<file path="src/rtl/spi_pkg.sv">
// spi_pkg: state encoding and per-channel mode helpers shared by the SPI bus master files
package spi_pkg;
    typedef enum logic [2:0] {IDLE, GRANT, SETUP, SHIFT, HOLD, GAP} state_t;
    localparam int CPOL_BIT = 1;
    localparam int CPHA_BIT = 0;
    function automatic logic [1:0] chan_mode(input logic [15:0] modes, input int ch);
        return 2'(modes >> (2 * ch));
    endfunction
endpackage

</file>
<file path="src/rtl/spi_bus_master_if.sv">
// spi_bus_master_if: client handshake and shared SPI pins of the bus master
interface spi_bus_master_if #(
    parameter int NCH = 2,
    parameter int WIDTH = 16
);
    logic [NCH-1:0] req;
    logic [NCH*WIDTH-1:0] tx_data;
    logic [NCH-1:0] ack;
    logic [WIDTH-1:0] rx_data;
    logic busy;
    logic sclk;
    logic mosi;
    logic miso;
    logic [NCH-1:0] cs_n;
    modport master (input req, tx_data, miso, output ack, rx_data, busy, sclk, mosi, cs_n);
    modport slave (output req, tx_data, miso, input ack, rx_data, busy, sclk, mosi, cs_n);
endinterface

</file>
<file path="src/rtl/spi_shifter.sv">
// spi_shifter: generates SCLK for one transfer, shifting MOSI out MSB first and MISO in LSB first
module spi_shifter #(
    parameter int WIDTH = 16,
    parameter int CLKDIV = 4,
    parameter logic RST_POL = 1'b0
) (
    input  logic             clk,
    input  logic             rst_n,
    input  logic             load,
    input  logic             start,
    input  logic             cpol,
    input  logic             cpha,
    input  logic [WIDTH-1:0] data,
    input  logic             miso,
    output logic             sclk,
    output logic             mosi,
    output logic             done,
    output logic [WIDTH-1:0] rx
);
    localparam int HW = $clog2(CLKDIV);
    localparam int EW = $clog2(2 * WIDTH);

    logic [HW-1:0] hcnt;
    logic [EW-1:0] ecnt;
    logic [WIDTH-1:0] sh;
    logic pha, run, tick, sample;

    assign tick = run && hcnt == HW'(CLKDIV - 1);
    assign done = tick && ecnt == EW'(2 * WIDTH - 1);
    // even edge numbers are leading edges; CPHA=0 samples there, CPHA=1 on trailing ones
    assign sample = pha ^ ~ecnt[0];

    always_ff @(posedge clk or negedge rst_n) begin
        if (!rst_n) begin
            hcnt <= '0;
            ecnt <= '0;
            sh <= '0;
            rx <= '0;
            pha <= 1'b0;
            run <= 1'b0;
            sclk <= RST_POL;
            mosi <= 1'b0;
        end else if (load) begin
            sh <= cpha ? data : data << 1;
            pha <= cpha;
            sclk <= cpol;
            if (!cpha) mosi <= data[WIDTH-1];
        end else if (start) begin
            run <= 1'b1;
            hcnt <= '0;
            ecnt <= '0;
        end else if (run) begin
            hcnt <= tick ? '0 : hcnt + 1'b1;
            if (tick) begin
                sclk <= ~sclk;
                ecnt <= ecnt + 1'b1;
                run <= !done;
                if (sample) rx <= {rx[WIDTH-2:0], miso};
                else if (!done) begin
                    mosi <= sh[WIDTH-1];
                    sh <= sh << 1;
                end
            end
        end
    end
endmodule

</file>
<file path="src/rtl/spi_bus_master.sv">
// spi_bus_master: round-robin arbiter and framing FSM sharing one SPI bus among NCH clients
module spi_bus_master
    import spi_pkg::*;
#(
    parameter int NCH = 2,
    parameter int WIDTH = 16,
    parameter int CLKDIV = 4,
    parameter logic [2*NCH-1:0] MODE = '0
) (
    input logic clk,
    input logic rst_n,
    spi_bus_master_if.master bus
);
    localparam int CW = NCH > 1 ? $clog2(NCH) : 1;
    localparam int DW = $clog2(CLKDIV);

    if (CLKDIV < 2) begin : g_bad_div
        $error("CLKDIV must be at least 2");
    end

    state_t state, state_nxt;
    logic [CW-1:0] g, rr, pick, idx;
    logic [DW-1:0] cnt;
    logic [1:0] gmode;
    logic [WIDTH-1:0] rx;
    logic found, last, load, start, done;

    assign last = cnt == DW'(CLKDIV - 1);
    assign gmode = chan_mode(16'(MODE), int'(g));
    assign bus.busy = state != IDLE;

    // scan from the farthest offset down so the nearest requester at or after rr wins
    always_comb begin
        pick = '0;
        idx = '0;
        found = 1'b0;
        for (int i = NCH - 1; i >= 0; i--) begin
            idx = CW'((int'(rr) + i) % NCH);
            if (bus.req[idx]) begin
                pick = idx;
                found = 1'b1;
            end
        end
    end

    always_comb begin
        state_nxt = state;
        load = 1'b0;
        start = 1'b0;
        case (state)
            IDLE:    state_nxt = found ? GRANT : IDLE;
            GRANT: begin
                state_nxt = SETUP;
                load = 1'b1;
            end
            SETUP: begin
                state_nxt = last ? SHIFT : SETUP;
                start = last;
            end
            SHIFT:   state_nxt = done ? HOLD : SHIFT;
            HOLD:    state_nxt = last ? GAP : HOLD;
            GAP:     state_nxt = last ? IDLE : GAP;
            default: state_nxt = IDLE;
        endcase
    end

    always_ff @(posedge clk or negedge rst_n) begin
        if (!rst_n) state <= IDLE;
        else state <= state_nxt;
    end

    always_ff @(posedge clk or negedge rst_n) begin
        if (!rst_n) begin
            cnt <= '0;
            g <= '0;
            rr <= '0;
            bus.cs_n <= '1;
            bus.ack <= '0;
            bus.rx_data <= '0;
        end else begin
            cnt <= state_nxt != state ? '0 : cnt + 1'b1;
            bus.ack <= '0;
            if (state == IDLE) g <= pick;
            if (load) bus.cs_n <= ~(NCH'(1) << g);
            if (state == HOLD && last) begin
                bus.cs_n <= '1;
                bus.ack <= NCH'(1) << g;
                bus.rx_data <= rx;
                rr <= g == CW'(NCH - 1) ? '0 : g + 1'b1;
            end
        end
    end

    spi_shifter #(.WIDTH(WIDTH), .CLKDIV(CLKDIV), .RST_POL(MODE[CPOL_BIT])) u_shifter (
        .clk,
        .rst_n,
        .load,
        .start,
        .cpol(gmode[CPOL_BIT]),
        .cpha(gmode[CPHA_BIT]),
        .data(bus.tx_data[int'(g)*WIDTH +: WIDTH]),
        .miso(bus.miso),
        .sclk(bus.sclk),
        .mosi(bus.mosi),
        .done,
        .rx
    );
endmodule

</file>
<file path="src/flat_wrapper.sv">
// flat-port wrapper written by rule: the top's interface ports become plain ports
module spi_bus_master_flat import spi_pkg::*;
#(
    parameter int NCH = 2,
    parameter int WIDTH = 16,
    parameter int CLKDIV = 4,
    parameter logic [2*NCH-1:0] MODE = '0
)
  (clk, rst_n, bus_req, bus_tx_data, bus_miso, bus_ack, bus_rx_data, bus_busy, bus_sclk, bus_mosi, bus_cs_n);
  spi_bus_master_if #(.NCH(NCH), .WIDTH(WIDTH)) bus_i ();
  input logic clk;
  input logic rst_n;
  input wire logic [$bits(bus_i.req)-1:0] bus_req;
  input wire logic [$bits(bus_i.tx_data)-1:0] bus_tx_data;
  input wire logic [$bits(bus_i.miso)-1:0] bus_miso;
  output wire logic [$bits(bus_i.ack)-1:0] bus_ack;
  output wire logic [$bits(bus_i.rx_data)-1:0] bus_rx_data;
  output wire logic [$bits(bus_i.busy)-1:0] bus_busy;
  output wire logic [$bits(bus_i.sclk)-1:0] bus_sclk;
  output wire logic [$bits(bus_i.mosi)-1:0] bus_mosi;
  output wire logic [$bits(bus_i.cs_n)-1:0] bus_cs_n;
  assign bus_i.req = bus_req;
  assign bus_i.tx_data = bus_tx_data;
  assign bus_i.miso = bus_miso;
  assign bus_ack = bus_i.ack;
  assign bus_rx_data = bus_i.rx_data;
  assign bus_busy = bus_i.busy;
  assign bus_sclk = bus_i.sclk;
  assign bus_mosi = bus_i.mosi;
  assign bus_cs_n = bus_i.cs_n;
  spi_bus_master #(.NCH(NCH), .WIDTH(WIDTH), .CLKDIV(CLKDIV), .MODE(MODE)) u_core (.clk(clk), .rst_n(rst_n), .bus(bus_i));
endmodule
</file>
<file path="config.mk">
export PLATFORM = sky130hd
export DESIGN_NAME = spi_bus_master_flat
export DESIGN_NICKNAME = d
export VERILOG_FILES = /design/src/rtl/spi_pkg.sv /design/src/rtl/spi_bus_master_if.sv /design/src/rtl/spi_shifter.sv /design/src/rtl/spi_bus_master.sv /design/src/flat_wrapper.sv
export SDC_FILE = /design/constraint.sdc
export NUM_CORES = 1
export LEC_CHECK = 0
export BUFFER_PORTS_ARGS = -buffer_cell sky130_fd_sc_hd__buf_2
export CAP_MARGIN = 20
export CORE_MARGIN = 5
export CORE_UTILIZATION = 40
export DETAILED_ROUTE_END_ITERATION = 8
export HOLD_SLACK_MARGIN = 0.15
export PLACE_DENSITY = 0.64
export SLEW_MARGIN = 20
export SYNTH_ARGS = -nofsm -noshare
export SYNTH_HDL_FRONTEND = slang
export SYNTH_SLANG_ARGS = --single-unit
export TNS_END_PERCENT = 5
</file>
<file path="constraint.sdc">
create_clock -name clk -period 3.6 [get_ports clk]
set_clock_uncertainty 0.1 [all_clocks]
set_input_delay 0.54 -clock clk [delete_from_list [all_inputs] [get_ports clk]]
set_output_delay 0.54 -clock clk [all_outputs]
set_load 0.02 [all_outputs]
</file>
==> results.md <==
- After detailed routing, the number of vias per cell comes to 5.258.
- Clock tree synthesis found a total of 68 sinks.
- In the global route stage, overall resource usage came out at 0.1309.
- The HPWL reported at the end of detailed placement is 4.228 mm.
- The peak clock frequency supported by timing is ~420 MHz.
- The number of filler instances in the final layout is 725.
- The worst setup path is captured at a register.
- The largest net degree at the start of global routing is 48.
- The gate count after technology mapping is 259.
- The final routed wirelength across all metal layers is 6.252 mm.
- The total die area is between 9000 and 10000 µm².
- The number of vias in the routed layout is approximately 2.2k.
- The initialized floorplan defines 32 standard-cell rows.
- The number of failing hold endpoints at the final stage came to 0.
- The count of flip-flops with a built-in enable after synthesis is 0.
- Of all flip-flops after synthesis, the portion carrying an async set or reset was 1.000.
- The initial antenna violation count was 0.
- The cell area that synthesis handed to floorplanning was approximately 3100 µm².
- The count of nets after finishing is between 300 and 400.
- Measured against its own limit, the worst slew margin works out to 0.3386.
- The deepest clock path buffer count is 2.
- At the worst endpoint, the required time is 3.69 ns.
- The total congestion overflow is 0.
- Setup repair after global routing left no endpoint under its margin.
- The region available for standard cell placement spans 7687 µm².
- The clock edge transition at the registers on the reported setup and hold paths is 0.08 ns.
- The count of unique library cells instantiated by Yosys is 45.
- The post-route clock period utilization is 0.6648.
- The analysis attributes to net switching a power of 0.3484 mW.
- The most common cell after layout, fill and taps aside is sky130_fd_sc_hd__dfrtp_1.
- The run finished with clean final reports.
- In the synthesized netlist the dominant register cell turns out to be sky130_fd_sc_hd__dfrtp_1.
- The clock power share is 0.481.
- Summed over all cells, the static leakage comes to 1.934 nW.
- The share of total power dissipated in combinational logic is 0.036.
- In the layout the commonest cells are sky130_fd_sc_hd__dfrtp_1, sky130_fd_sc_hd__buf_2, sky130_fd_sc_hd__mux2_2.
- After layout, the minimum clock period comes to ~2.4 ns.
- The horizontal die dimension is about 98 µm.
- Relative to the synthesized area, the layout overhead comes to 20.09%.
- The gate family responsible for the most delay along the worst path is simple AND/OR/NAND/NOR gates.
- Clock tree synthesis selected as its root buffer the cell sky130_fd_sc_hd__clkbuf_8.
- The initial utilization of the core area, before any placement, comes to 0.4067.
- For this run, the slowest stage of the critical path takes 0.88 ns.
- The largest fanout on the critical path is 27.
- The number of H-tree branching levels is 3.
- The first TritonRoute pass finished after 4 iterations.
- The proportion of total power due to net switching is 0.2159.
- The number of slew-limit violations in the final report is 0.
- Setup slack on the worst reg-to-reg path comes out at 1.21 ns.
- Hold timing on the final database bottoms out at a slack of 0.3193 ns.
- The actual slew at the worst max-slew pin is 0.9921 ns.
- TritonCTS built the clock tree.
- Buffers placed on the I/O ports in this run total between 50 and 60.
- The via count of the first global-routing pass is between 2k and 2.5k.
- When the netlist entered floorplanning its net count stood at 300.
- The average detailed-routed wire length per instance is between 10 and 15 µm.
- The post-synthesis sequential element count is just under 70.
- In this run, the number of DRC markers left after iteration 0 of detailed routing was around 110.
- Traced cell by cell, the critical path runs through ha_1 -> and4bb_1 -> or2_2 -> o221ai_1.
- At the later pin of the worst-skew pair, clock insertion delay measures approximately 0.34 ns.
- The slowest stage cell on the critical path is sky130_fd_sc_hd__and4bb_1.
- Data on the critical path arrives at its endpoint at 2.49 ns.
- Timing analysis after detailed placement gives a worst setup slack of between 1 and 1.5 ns.
- The max capacitance violation total is 0.
- The worst ir drop on vdd is about 0.28 mV.
- The proportion of power drawn by flip-flops and latches is 0.483.
- The number of remaining DRC errors is 0.
- Setup violations remaining at the end of the flow were counted as 0.
- The fraction of the yosys area taken by sequential cells is 0.5450.
- The number of clock buffers added by TritonCTS is 9.
- The first global-routing pass estimated slightly above 10 mm of wire.
- The worst hold path belongs to the class input port to register.
- For this design the top-level I/O count stands at 60.
- Internal power comes to around 1.3 mW.
- The type of the worst setup path is register to register.
- Routability-driven placement finished with a final weighted congestion of about 0.75.
- The repair_antennas step left the layout with diodes totalling 0.
- The share of post-route cells with drive strength above 1 is 0.3406.
- The slack of the critical path is 1.207 ns.
- The total negative slack is 0 ns.
- The nature of the critical path startpoint is a register.
- After synthesis, the mean cell area works out to 12.07 µm².
- The number of warnings reported in the yosys synthesis log is 0.
- The die boundary height is 98.42 µm.
- In this run the power density over the cells is 429.7 nW/µm².
- The remaining number of nets flagged by the antenna check after routing is 0.
- The buffering stage count on the worst path with inverters included is 0.
## what timing repair did
action | in CTS | in global routing
resized for setup | 0 | 0
hold buffers | 1 | 0
setup buffers | 0 | 0
hold endpoints to repair | 26 | 0
## kinds of logic after synthesis
group	share of synthesized area
flops	0.5450
compound gates	0.1401
simple gates	0.09844
mux	0.1633
buf+inv	0.03721
fa+ha+maj	0.01601
## final timing paths
path | end | startpoint | cells after the start
setup / recovery | u_core.u_shifter.sh[15] | u_core.cnt[0] | 4
hold / removal | u_core.u_shifter.rx[0] | bus_miso | 2
setup reg to reg | u_core.u_shifter.sh[15] | u_core.cnt[0] | 4
hold reg to reg | u_core.cnt[0] | u_core.cnt[0] | 1
max in group asynchronous | u_core.u_shifter.rx[11] | rst_n | 3
min in group asynchronous | u_core.bus.ack[1] | rst_n | 2
## stage by stage
step | total power, mW | instance area (µm²) | instances | util
after detailed placement | 0.8529 | 3497 | 405 | 0.4549
after CTS | 1.633 | 3755 | 422 | 0.4884
after global routing | 1.669 | 3755 | 422 | 0.4884
after global placement | 0.8511 | 3497 | 405 | 0.4549
final | 1.614 | 3755 | 422 | 0.4884
after floorplan | 0.8112 | 3127 | 259 | -
## registers in the layout, indices dropped and copies added (netlist names)
name and count:
u_core.u_shifter.run 1, u_core.g 1, u_core.u_shifter.sclk 1, u_core.u_shifter.ecnt 5
u_core.bus.ack 2, u_core.u_shifter.sh 15, u_core.rr 1, u_core.u_shifter.hcnt 2
u_core.cnt 2, u_core.bus.cs_n 2, u_core.state 3, u_core.u_shifter.mosi 1
u_core.u_shifter.rx 16, u_core.bus.rx_data 16
## cells in the mapped netlist, drive strengths merged, types with 3 or more instances
cell type  instances  area [µm²]
a21oi              6       30.03
a22o               3       26.28
inv                5       18.77
buf               11       60.05
clkbuf            10       37.54
ha                 4       50.05
mux2i             15       150.1
o211ai            17       127.6
nor2b              3       18.77
or4                3       22.52
mux2              32       360.4
a21o               3       22.52
o221ai            14       122.6
nand3              3       15.01
dfrtp             66        1652
nand2             19       73.82
o21ai              8       40.04
nor2               7       26.28
## area by class of cell
cell class	instances	area, µm²	area share
multi-input combinational	165	1306	0.3479
clock buffer	9	123.9	0.03299
clock inverter	7	123.9	0.03299
tap	102	127.6	0.03399
sequential	68	1704	0.4538
timing repair buffer	66	350.3	0.09330
inverter	5	18.77	0.004998
## power groups by stage
stage	combinational, mW	sequential [mW]	clock (mW)
after floorplan	0.0182	0.793	0
after detailed placement	0.0588	0.794	0
after CTS	0.0602	0.779	0.794
after global routing	0.0663	0.780	0.823
final	0.0577	0.779	0.777
after global placement	0.0573	0.794	0
## layer usage
layer | global-route usage | up-vias | routed length (µm)
li1 | - | 1077 | -
met1 | 0.1777 | 1077 | 3010
met2 | 0.1940 | 57 | 2735
met3 | 0.03822 | 8 | 418
met4 | 0.05987 | 0 | 87
met5 | 0 | - | 0
Note: power is estimated with default switching activity, not from simulation.
